<file path="config.mk">
export PLATFORM = sky130hd
export DESIGN_NAME = imem_arbiter
export DESIGN_NICKNAME = d
export VERILOG_FILES = /design/src/rtl/imem_arbiter_pkg.sv /design/src/rtl/imem_arbiter_rr_pick2.sv /design/src/rtl/imem_arbiter.sv
export SDC_FILE = /design/constraint.sdc
export NUM_CORES = 1
export LEC_CHECK = 0
export ABC_CLOCK_PERIOD_IN_PS = 2300
export CORE_ASPECT_RATIO = 1.4
export CORE_MARGIN = 2
export CORE_UTILIZATION = 41
export CTS_CLUSTER_DIAMETER = 30
export DETAILED_ROUTE_END_ITERATION = 10
export PLACE_DENSITY = 0.84
export SKIP_CTS_REPAIR_TIMING = 1
export SLEW_MARGIN = 10
export SYNTH_ARGS = -nofsm -noshare
export SYNTH_HDL_FRONTEND = slang
export SYNTH_SLANG_ARGS = --single-unit
export TNS_END_PERCENT = 5
</file>
<file path="constraint.sdc">
create_clock -name clk -period 2.3 [get_ports clk]
set_clock_uncertainty 0.2 [all_clocks]
set_input_delay 0.46 -clock clk [delete_from_list [all_inputs] [get_ports clk]]
set_output_delay 0.46 -clock clk [all_outputs]
set_load 0.1 [all_outputs]
</file>
<file path="src/rtl/imem_arbiter_pkg.sv">
// -----------------------------------------------------------------------------
// imem_arbiter_pkg
//
// Purpose : Shared definitions for the instruction-memory arbiter and its
//           round-robin chooser. Holds the FSM state encodings, the requester
//           port ids, the watchdog counter width and the debug view struct
//           that the arbiter exposes for checkers.
//
// Contents:
//   ARB_IDLE / ARB_BUSY / ARB_RESP : arbiter FSM state encodings (2 bits)
//   ARB_P0 / ARB_P1                : requester port ids (port 0 = fetch)
//   ARB_WD_W                       : watchdog counter width (TIMEOUT <= 255)
//   arb_dbg_t                      : packed debug view of the arbiter state
//   arb_other_port()               : helper returning the opposite port id
// -----------------------------------------------------------------------------
package imem_arbiter_pkg;

    // FSM state encodings; kept as plain constants so older tools and
    // waveform viewers see stable numeric values.
    localparam logic [1:0] ARB_IDLE = 2'd0;
    localparam logic [1:0] ARB_BUSY = 2'd1;
    localparam logic [1:0] ARB_RESP = 2'd2;

    // Requester port ids.
    localparam logic ARB_P0 = 1'b0;
    localparam logic ARB_P1 = 1'b1;

    // Watchdog counter width; wide enough for any TIMEOUT in 1..255.
    localparam int ARB_WD_W = 8;

    // Debug view of the arbiter: current state, the port granted most
    // recently (also the port owning the in-flight transaction) and the
    // watchdog count.
    typedef struct packed {
        logic [1:0]          state;
        logic                last_grant;
        logic [ARB_WD_W-1:0] wd_count;
    } arb_dbg_t;

    // Opposite port id; used for the round-robin tie break.
    function automatic logic arb_other_port(input logic port);
        return ~port;
    endfunction

endpackage : imem_arbiter_pkg

</file>
<file path="src/rtl/imem_arbiter_rr_pick2.sv">
// -----------------------------------------------------------------------------
// imem_arbiter_rr_pick2
//
// Purpose : Combinational two-way round-robin chooser. Given two request bits
//           and the id of the most recently granted port, returns which port
//           to grant next and whether any grant is possible at all. Pure
//           combinational so it can be shared by a later data-memory arbiter.
//
// Ports:
//   i_req0   in   1  request from port 0
//   i_req1   in   1  request from port 1
//   i_last   in   1  port id granted most recently
//   o_grant  out  1  port id to grant (meaningful only when o_valid = 1)
//   o_valid  out  1  at least one request present
// -----------------------------------------------------------------------------
module imem_arbiter_rr_pick2
    import imem_arbiter_pkg::*;
(
    input  logic i_req0,
    input  logic i_req1,
    input  logic i_last,
    output logic o_grant,
    output logic o_valid
);

    always_comb begin
        o_valid = i_req0 | i_req1;
        o_grant = ARB_P0;
        if (i_req0 && i_req1) begin
            // Tie: the port that did not win last time goes first.
            o_grant = arb_other_port(i_last);
        end else if (i_req1) begin
            o_grant = ARB_P1;
        end
    end

endmodule : imem_arbiter_rr_pick2

</file>
<file path="src/rtl/imem_arbiter.sv">
// -----------------------------------------------------------------------------
// imem_arbiter
//
// Purpose : Shares the single instruction-memory port between the minuteCore
//           fetch unit (port 0, read only) and a data/debug requester (port 1,
//           read or write). Round-robin grant, one outstanding transaction,
//           and a watchdog that aborts a transaction whose memory never
//           answers.
//
// Handshake (enable/ready, same protocol imem speaks):
//   A requester raises rN_enable with a stable rN_addr (and for port 1 stable
//   r1_wr/r1_wdata) and holds them until rN_ready. rN_ready is a one-cycle
//   completion pulse; rN_data is valid in that cycle and holds its value until
//   the next completion on that port. Keeping enable high past the pulse is a
//   new request, arbitrated on the next IDLE cycle. Towards memory, mem_enable
//   is held high for the whole BUSY phase with mem_addr/mem_wr/mem_wdata
//   stable; the first cycle with mem_ready high completes the access. mem_ready
//   outside BUSY is ignored.
//
// Ports:
//   clk          in   1       clock, rising edge
//   reset        in   1       synchronous active-high reset
//   r0_addr      in   ADDR_W  fetch address
//   r0_enable    in   1       fetch request
//   r0_data      out  DATA_W  fetch read data
//   r0_ready     out  1       fetch completion pulse
//   r1_addr      in   ADDR_W  data-port address
//   r1_enable    in   1       data-port request
//   r1_wr        in   1       1 = write, 0 = read
//   r1_wdata     in   DATA_W  data-port write data
//   r1_data      out  DATA_W  data-port read data
//   r1_ready     out  1       data-port completion pulse
//   mem_addr     out  ADDR_W  imem address
//   mem_enable   out  1       imem enable
//   mem_wr       out  1       imem write strobe
//   mem_wdata    out  DATA_W  imem write data
//   mem_data     in   DATA_W  imem read data
//   mem_ready    in   1       imem ready
//   timeout_err  out  1       one-cycle pulse when the watchdog aborts
//   dbg          out  struct  FSM state, last grant and watchdog count
// -----------------------------------------------------------------------------
module imem_arbiter
    import imem_arbiter_pkg::*;
#(
    parameter int ADDR_W  = 32,
    parameter int DATA_W  = 32,
    parameter int TIMEOUT = 15
)
(
    input  logic              clk,
    input  logic              reset,
    input  logic [ADDR_W-1:0] r0_addr,
    input  logic              r0_enable,
    output logic [DATA_W-1:0] r0_data,
    output logic              r0_ready,
    input  logic [ADDR_W-1:0] r1_addr,
    input  logic              r1_enable,
    input  logic              r1_wr,
    input  logic [DATA_W-1:0] r1_wdata,
    output logic [DATA_W-1:0] r1_data,
    output logic              r1_ready,
    output logic [ADDR_W-1:0] mem_addr,
    output logic              mem_enable,
    output logic              mem_wr,
    output logic [DATA_W-1:0] mem_wdata,
    input  logic [DATA_W-1:0] mem_data,
    input  logic              mem_ready,
    output logic              timeout_err,
    output arb_dbg_t          dbg
);

    localparam logic [ARB_WD_W-1:0] WD_LIMIT = ARB_WD_W'(TIMEOUT);

    // FSM and grant bookkeeping.
    logic [1:0]          r_state;
    logic                r_last;     // most recent grant = owner of the transaction
    logic [ARB_WD_W-1:0] r_wd;
    logic                r_to;       // set when the watchdog aborted

    // Latched transaction; memory is driven only from these.
    logic [ADDR_W-1:0]   r_addr;
    logic                r_wr;
    logic [DATA_W-1:0]   r_wdata;

    // Per-port result registers.
    logic [DATA_W-1:0]   r_r0_data;
    logic [DATA_W-1:0]   r_r1_data;

    logic                w_pick;
    logic                w_pick_valid;
    logic                w_busy;
    logic                w_resp;
    logic                w_wd_expired;

    imem_arbiter_rr_pick2 u_pick (
        .i_req0  (r0_enable),
        .i_req1  (r1_enable),
        .i_last  (r_last),
        .o_grant (w_pick),
        .o_valid (w_pick_valid)
    );

    assign w_busy       = (r_state == ARB_BUSY);
    assign w_resp       = (r_state == ARB_RESP);
    assign w_wd_expired = (r_wd == WD_LIMIT);

    always_ff @(posedge clk) begin
        if (reset) begin
            r_state   <= ARB_IDLE;
            r_last    <= ARB_P1;     // port 0 wins the first tie
            r_wd      <= '0;
            r_to      <= 1'b0;
            r_addr    <= '0;
            r_wr      <= 1'b0;
            r_wdata   <= '0;
            r_r0_data <= '0;
            r_r1_data <= '0;
        end else begin
            case (r_state)
                ARB_IDLE: begin
                    if (w_pick_valid) begin
                        r_last <= w_pick;
                        r_wd   <= '0;
                        r_to   <= 1'b0;
                        if (w_pick == ARB_P1) begin
                            r_addr  <= r1_addr;
                            r_wr    <= r1_wr;
                            r_wdata <= r1_wdata;
                        end else begin
                            // Fetch port is read only.
                            r_addr  <= r0_addr;
                            r_wr    <= 1'b0;
                            r_wdata <= '0;
                        end
                        r_state <= ARB_BUSY;
                    end
                end

                ARB_BUSY: begin
                    r_wd <= r_wd + 1'b1;
                    if (mem_ready) begin
                        // A ready arriving on the expiry cycle still counts.
                        if (r_last == ARB_P1) begin
                            r_r1_data <= mem_data;
                        end else begin
                            r_r0_data <= mem_data;
                        end
                        r_state <= ARB_RESP;
                    end else if (w_wd_expired) begin
                        // Abort: the owner still gets its ready, with zero data.
                        if (r_last == ARB_P1) begin
                            r_r1_data <= '0;
                        end else begin
                            r_r0_data <= '0;
                        end
                        r_to    <= 1'b1;
                        r_state <= ARB_RESP;
                    end
                end

                ARB_RESP: begin
                    r_wd    <= '0;
                    r_to    <= 1'b0;
                    r_state <= ARB_IDLE;
                end

                default: begin
                    r_wd    <= '0;
                    r_to    <= 1'b0;
                    r_state <= ARB_IDLE;
                end
            endcase
        end
    end

    // Memory side: enable only in BUSY; write strobe qualified by BUSY so a
    // held write flag never leaks into IDLE/RESP.
    assign mem_enable = w_busy;
    assign mem_addr   = r_addr;
    assign mem_wr     = w_busy & r_wr;
    assign mem_wdata  = r_wdata;

    // Requester side: completion pulses exist only in RESP, for the owner.
    assign r0_ready    = w_resp & (r_last == ARB_P0);
    assign r1_ready    = w_resp & (r_last == ARB_P1);
    assign r0_data     = r_r0_data;
    assign r1_data     = r_r1_data;
    assign timeout_err = w_resp & r_to;

    always_comb begin
        dbg            = '0;
        dbg.state      = r_state;
        dbg.last_grant = r_last;
        dbg.wd_count   = r_wd;
    end

endmodule : imem_arbiter

</file>
# After elaboration in Yosys (flattened, before gate mapping)
# Cells that the tools add are included.
# word_totals
input_bits	134
elab_cells	54
register_bits	141
# op_classes
n_reduce_logical	8
n_bitwise	6
n_addsub	1
n_eq_ne	7
muxes	23
# op_table
cell	n
2-to-1 mux 32 bit	10
one-hot mux 8 bit (2 select lines)	1
AND reduction 3 bit	3
adder 8 x 1 -> 8 bit (second input constant)	1
equality test 8 x 4 -> 1 bit (second input constant)	1
2-to-1 mux 8 bit	1
2-to-1 mux 1 bit	6
2-to-1 mux 2 bit	3
AND 1 bit	4
!= test 2 x 1 -> 1 bit (second input constant)	2
one-hot mux 2 bit (2 select lines)	1
AND reduction 2 bit	2
!= test 3 x 2 -> 1 bit (second input constant)	1
equality test 2 x 1 -> 1 bit (second input constant)	1
equality test 2 bit (second input constant)	1
zero test 2 bit	1
!= test 2 bit (second input constant)	1
one-hot mux 1 bit (2 select lines)	1
nonzero test 2 bit	1
logical AND 1 bit	1
inverter 1 bit	1
OR 1 bit	1

# Depth between registers and ports, before layout
# Gate-level depths: netlist of run 1.
# logic_depth
ltp_word	4
ltp_mapped	6
ltp_nobuf	4

# Cells and area by module
# From an unflattened synthesis of run 1, not the netlist that was laid out.
# hier_totals
hier_cells	630
area_unflattened_um2	5773.0
# modules_own_cells
mod	area_each_um2	cells_each	seq_area_each_um2	n_inst
imem_arbiter	5759.3	628	2822.7	1
imem_arbiter_rr_pick2	13.8	2	0.0	1

# Least setup slack after synthesis of run 1
# Ideal clock, no wire load.
# synth_path
path_type	flip-flop to output port
startpoint	register r_state[1]
endpoint	output r0_ready
path_stages_with_launch	3
n_path_buf	1
required_ps	1640
path_slack_ps	-1846
t_arrival_ps	3486
cell_sequence	dfxtp_1 -> clkbuf_1 -> nor3b_1
# synth_via
elab_chain_cells	2
# synth_lines
element	line_no	source
start: declaration	imem_arbiter.sv:75	logic [1:0] r_state;
start signal: assignment	imem_arbiter.sv:109	r_state <= ARB_IDLE;
start signal: assignment	imem_arbiter.sv:135	r_state <= ARB_BUSY;
start signal: assignment	imem_arbiter.sv:148	r_state <= ARB_RESP;
equality test 2 bit	imem_arbiter.sv:104	assign w_resp = (r_state == ARB_RESP);
AND 1 bit	imem_arbiter.sv:184	assign r0_ready = w_resp & (r_last == ARB_P0);
end: declaration	imem_arbiter.sv:55	output logic r0_ready,
# No other way between the ends.

# Worst setup path after layout of run 1
# layout_path
startpoint	register r_last
endpoint	output r1_ready
# layout_via
elab_chain_cells	1
# layout_lines
element	line_no	source
start: declaration	imem_arbiter.sv:76	logic r_last;
start signal: assignment	imem_arbiter.sv:122	r_last <= w_pick;
AND 1 bit	imem_arbiter.sv:185	assign r1_ready = w_resp & (r_last == ARB_P1);
end: declaration	imem_arbiter.sv:61	output logic r1_ready,
# No other way between the ends.

==> impl_metrics.yaml, run 1 <==
finish:
  n_antenna_cell: 0
  final_layout_size_suffix_gt1_share_pct: 25.0
  area_delta_synth_final_pct: 57.3
  finalNetCount: 1014
logic_synthesis:
  synth_edf_count: 0
  synth_common_cells: "dfxtp_1 (141), a21oi_1 (68), a311oi_1 (68)"
  yosysTopAreaCellShare_pct: 47.6
  netlist_area_sq_mm: 0.00593
  synthCells: 640
  synthDistinctLibCells: 38
  synth_area_leaders: "dfxtp_1 (48%), a311oi_1 (10%), a31oi_1 (6.9%)"
  yosysTopAreaCell: "dfxtp_1"
  seq_area_frac_synth_pct: 47.6
  yosysMostFrequentCell: "dfxtp_1"
  avgSynthCellArea_sq_um: 9.26
  async_flop_share_pct: 0
  yosys_warnings: 0
  synth-seq-cells: 141
  syn_nets: 775
  ys.flop_type: "dfxtp_1"
die:
  die-height_um: 146
  start_util_pct: 41.4
  num_rows: 52
  dieArea_sq_mm: 0.0154
  die_width_um: 106
  num_io_pins: 278
  core_sq_mm: 0.0143
sta:
  slew_violations: 0
  rsz0062_at_grt: "no"
  setup_viol: 0
  finalCritPeriodShare_pct: 93.8
  hold_violations: 0
  fmax_mhz: 464
  relSlewSlack_pct: 69.7
  worst_slew_pin_slew_ps: 454
  fin_crit_ps: 2160
  finalSetupTns_ps: 0
power:
  seqPwrFrac_pct: 34.1
  power_frac_clock_pct: 36.0
  p_int_uw: 5010
  p_leak_uw: 0.00354
  ir_worst_vdd_mv: 0.531
  combPwrFrac_pct: 29.9
  power_density_mw_per_mm2: 849
  power_switching_uw: 2900
  sw_frac_of_total_pct: 36.7
  p_total_uw: 7910
route:
  first_iter_violations: 388
  route.detailed.drc: 0
  final_antenna_net_count: 0
  wirelength_um: 18700
  wl_per_cell_um: 17.3
  firstDrtPassIters: 4
  num_vias: 6257
  vias_per_cell: 5.79
global_route:
  grt.total_usage_pct: 23.2
  grt_pass1_vias: 5862
  grt-ovfl-total: 0
  grt_max_degree: 65
  grt_pass1_wl_um: 29400
  antenna_found_initial: 0
clocking:
  clk_latency_ps: 410
  cts_buffers: 17
  cts_root_buf: "clkbuf_16"
  cts.sinks: 141
  clk_path_buf_depth: 2
  path_clk_slew_ps: 60
  htree_levels: 4
  cts_tree: "built"
setup_path:
  cp.required_ps: 1640
  cp.arrival_ps: 1500
  path_max_fanout: 7
  start_kind: "flop"
  path_class: "flop to output port"
  crit_path_end_kind: "output port"
outcome:
  status: "complete, no violations"
placement:
  place_congestion: 0.823
  dp_hpwl_um: 12900
  io_buffer_count: 277
hold_path:
  min_path_type: "input pin to flop"
job:
  drv_cap: 0
-- power groups by stage --
stage                     combinational (uW)  sequential [uW]  clock [uW]
final                                   2360             2700        2850
after global routing                    2470             2710        2980
after CTS                               2370             2700        2910
after detailed placement                2370             2750           0
after global placement                  2340             2750           0
after floorplan                          630             3760           0
-- layer usage --
| metal | vias up | track usage, % | part of all wire [%] |
|---|---|---|---|
| met1 | 2932 | 27.5 | 39 |
| met4 | 0 | 10.8 | 3.7 |
| met5 | - | 0 | 0 |
| met3 | 48 | 5.76 | 6.8 |
| li1 | 2997 | - | - |
| met2 | 280 | 39.2 | 51 |
-- final cells by class --
cell class                      instances  area [sq um]
Fill cell                            1185          4990
Timing Repair Buffer                  305          2870
Sequential cell                       141          2830
Multi-Input combinational cell        413          2770
Clock buffer                           18           429
Tap cell                              189           236
Clock inverter                         14           181
Inverter                                1          3.75
-- critical path: stages, from the launching register on --
cell and delay, ps:
dfxtp_1 600, and3b_1 300, buf_12 190
-- cell families (layout without fill, tap and decap cells) --
| logic type | count (synthesis) | count (layout) | synth area share, % |
|---|---|---|---|
| AND/OR/NAND/NOR | 101 | 101 | 9.06 |
| buffers and inverters | 86 | 338 | 6.46 |
| flip-flops | 141 | 141 | 47.6 |
| adder cells (fa/ha/maj) | 1 | 1 | 0.211 |
| AO/OA/AOI/OAI | 278 | 278 | 31.1 |
| multiplexers | 33 | 33 | 5.57 |
-- registers in the layout, summed over array words and instances (netlist names) --
register and cells:
r_wr 1, mem_addr 32, r_wd 8, r_to 1, r0_data 32, r_last 1
mem_wdata 32, r1_data 32, r_state 2
-- path summary, 6_finish.rpt --
path / startpoint / endpoint / slack [ps] / cells after the start
setup / recovery: r_last / r1_ready / 140 / 2
hold / removal: mem_ready / r1_data[5] / 260 / 3
setup reg to reg: r_last / r1_data[16] / 390 / 4
hold reg to reg: r_wr / r_wr / 270 / 2
-- per-stage QoR --
stage	instances	instance area [sq um]	hold WS, ps	setup WS, ps	utilization (%)
after floorplan	640	5960	250	-45.5	-
after global placement	1049	8710	257	129	60.8
after detailed placement	1049	8710	266	44.7	60.8
after CTS	1081	9320	246	20.0	65.1
after global routing	1081	9320	262	82.3	65.1
final	1081	9320	262	144	65.1
-- placed cells by master, fill, tap and decap left out, types with 3 or more instances in the layout --
cell type / n
dfxtp_1: 137
nand2_1: 39
bufinv_16: 3
clkdlybuf4s50_1: 131
clkbuf_16: 17
a31oi_1: 65
nand4_1: 34
a311oi_1: 68
mux2i_1: 33
buf_12: 20
a211oi_1: 32
clkinvlp_4: 3
and3_1: 3
o21ai_1: 5
buf_4: 153
o21ai_0: 31
nor2_1: 3
a21oi_1: 68
inv_6: 4
No activity file was read; power rests on OpenSTA's default activity.
==> run 2, diff against run 1 <==
--- a/config.mk
+++ b/config.mk
@@ -7,7 +7,6 @@
 export LEC_CHECK = 0
 export ABC_CLOCK_PERIOD_IN_PS = 2300
 export CORE_ASPECT_RATIO = 1.4
-export CORE_MARGIN = 2
 export CORE_UTILIZATION = 41
 export CTS_CLUSTER_DIAMETER = 30
 export DETAILED_ROUTE_END_ITERATION = 10
==> run 2 against run 1 <==
Net effect:
- non-clock buffer count down 1
- worst hold slack worse by 21 ps
- cell count decreased by 0.56%
- largest power group unchanged
==> impl_metrics.yaml, run 2 (synthesis gave the netlist of run 1 again) <==
clocking:
  cts.sinks: 141
  clk_path_buf_depth: 2
  clk_latency_ps: 400
  htree_levels: 4
  cts_root_buf: "clkbuf_16"
  path_clk_slew_ps: 60
  cts_buffers: 17
  cts_tree: "built"
hold_path:
  min_path_type: "input pin to flop"
global_route:
  grt-ovfl-total: 0
  antenna_found_initial: 0
  top_usage_layer: "met2"
  global_route.usage.met2_pct: 41.8
  grt_pass1_wl_um: 29400
  use_met1_pct: 27.8
  grtUsageMet3_pct: 5.81
  grt_max_degree: 70
  grt.total_usage_pct: 24.3
  grt_pass1_vias: 5949
setup_path:
  crit_chain: "nand2b_1 -> inv_2 -> and2_4 -> buf_12"
  cp.required_ps: 1640
  path_max_fanout: 12
  path_class: "flop to output port"
  crit_path_end: "mem_wr"
  r2r_start: "r_wd[4]"
  cp.arrival_ps: 1490
  r2r_cells: 4
  start_kind: "flop"
  rrSetupSlack_ps: 390
  crit_start: "r_state[1]"
  crit_path_end_kind: "output port"
  reg2reg_to: "r0_data[10]"
  cpPeakStageDelay_ps: 390
  slowest_stage: "dfxtp_4"
die:
  start_util_pct: 42.2
  num_io_pins: 278
  die_width_um: 104
  core_sq_mm: 0.0140
  num_rows: 51
  die-height_um: 144
  dieArea_sq_mm: 0.0149
sta:
  finalCritPeriodShare_pct: 93.4
  slew_violations: 0
  finalSetupTns_ps: 0
  fin_ws_ps: 151
  fin_crit_ps: 2150
  hold_violations: 0
  rsz0062_at_grt: "no"
  worst_slew_pin_slew_ps: 582
  setup_viol: 0
  fmax_mhz: 465
  relSlewSlack_pct: 61.2
power:
  p_leak_uw: 0.00353
  p_total_uw: 7780
  ir_worst_vdd_mv: 0.415
  power_density_mw_per_mm2: 839
finish:
  n_antenna_cell: 0
  layout_common_cells: "buf_4 (153), dfxtp_1 (137), clkdlybuf4s50_1 (131)"
  mostFrequentLayoutCell: "buf_4"
  area_delta_synth_final_pct: 56.5
  fin_area_sq_mm: 0.00927
  finalNetCount: 1013
  final_layout_size_suffix_gt1_share_pct: 24.9
route:
  firstDrtPassIters: 4
  route.detailed.drc: 0
  wl_per_cell_um: 17.4
  first_iter_violations: 298
  num_vias: 6256
  vias_per_cell: 5.82
  final_antenna_net_count: 0
  wirelength_um: 18700
placement:
  io_buffer_count: 277
  dp_hpwl_um: 12700
  placed_area_sq_mm: 0.00868
  place_ws_ps: 37.6
  place_congestion: 0.802
job:
  drv_cap: 0
outcome:
  status: "complete, no violations"
## run 2: how the worst min path moves through the flow
stage | start | end | slack, ps | cells after the start
floorplan | r_wr | r_wr | 250 | 2
global placement | mem_wdata[0] | mem_wdata[0] | 260 | 2
detailed placement | r_wr | r_wr | 260 | 2
CTS | mem_ready | r1_data[3] | 220 | 3
global route | mem_ready | r1_data[3] | 250 | 3
finish | mem_ready | r1_data[3] | 240 | 3
## run 2: power breakdown
group / total [uW] / internal (uW) / switching, uW
clock network: 2730 / 1660 / 1070
logic: 2370 / 682 / 1680
registers: 2690 / 2590 / 95.2
## run 2: per-stage QoR
step                hold WS [ps]  std cells  util, %
floorplan                    250        640        -
finish                       241       1075     66.1
global route                 250       1075     66.1
CTS                          225       1075     66.1
global placement             259       1044     61.9
detailed placement           264       1044     61.9
## run 2: final cells by class
class / count / area, sq um
inverters: 1 / 3.75
clock buffers: 18 / 450
repair buffers: 304 / 2850
multi-input cells: 413 / 2770
flip-flops and latches: 141 / 2830
fillers: 1128 / 4760
well taps: 185 / 231
clock inverters: 13 / 139
## run 2: routing by layer
layer	vias to the layer above	wire length [um]
li1	3000	-
met1	2919	7220
met2	283	9400
met3	54	1160
met4	0	878
met5	-	0
## run 2: critical path: cells and delay by family (launching register included)
family / cells / cell delay (ps)
AND/OR/NAND/NOR: 2 / 360
flip-flops: 1 / 390
buffers and inverters: 2 / 330
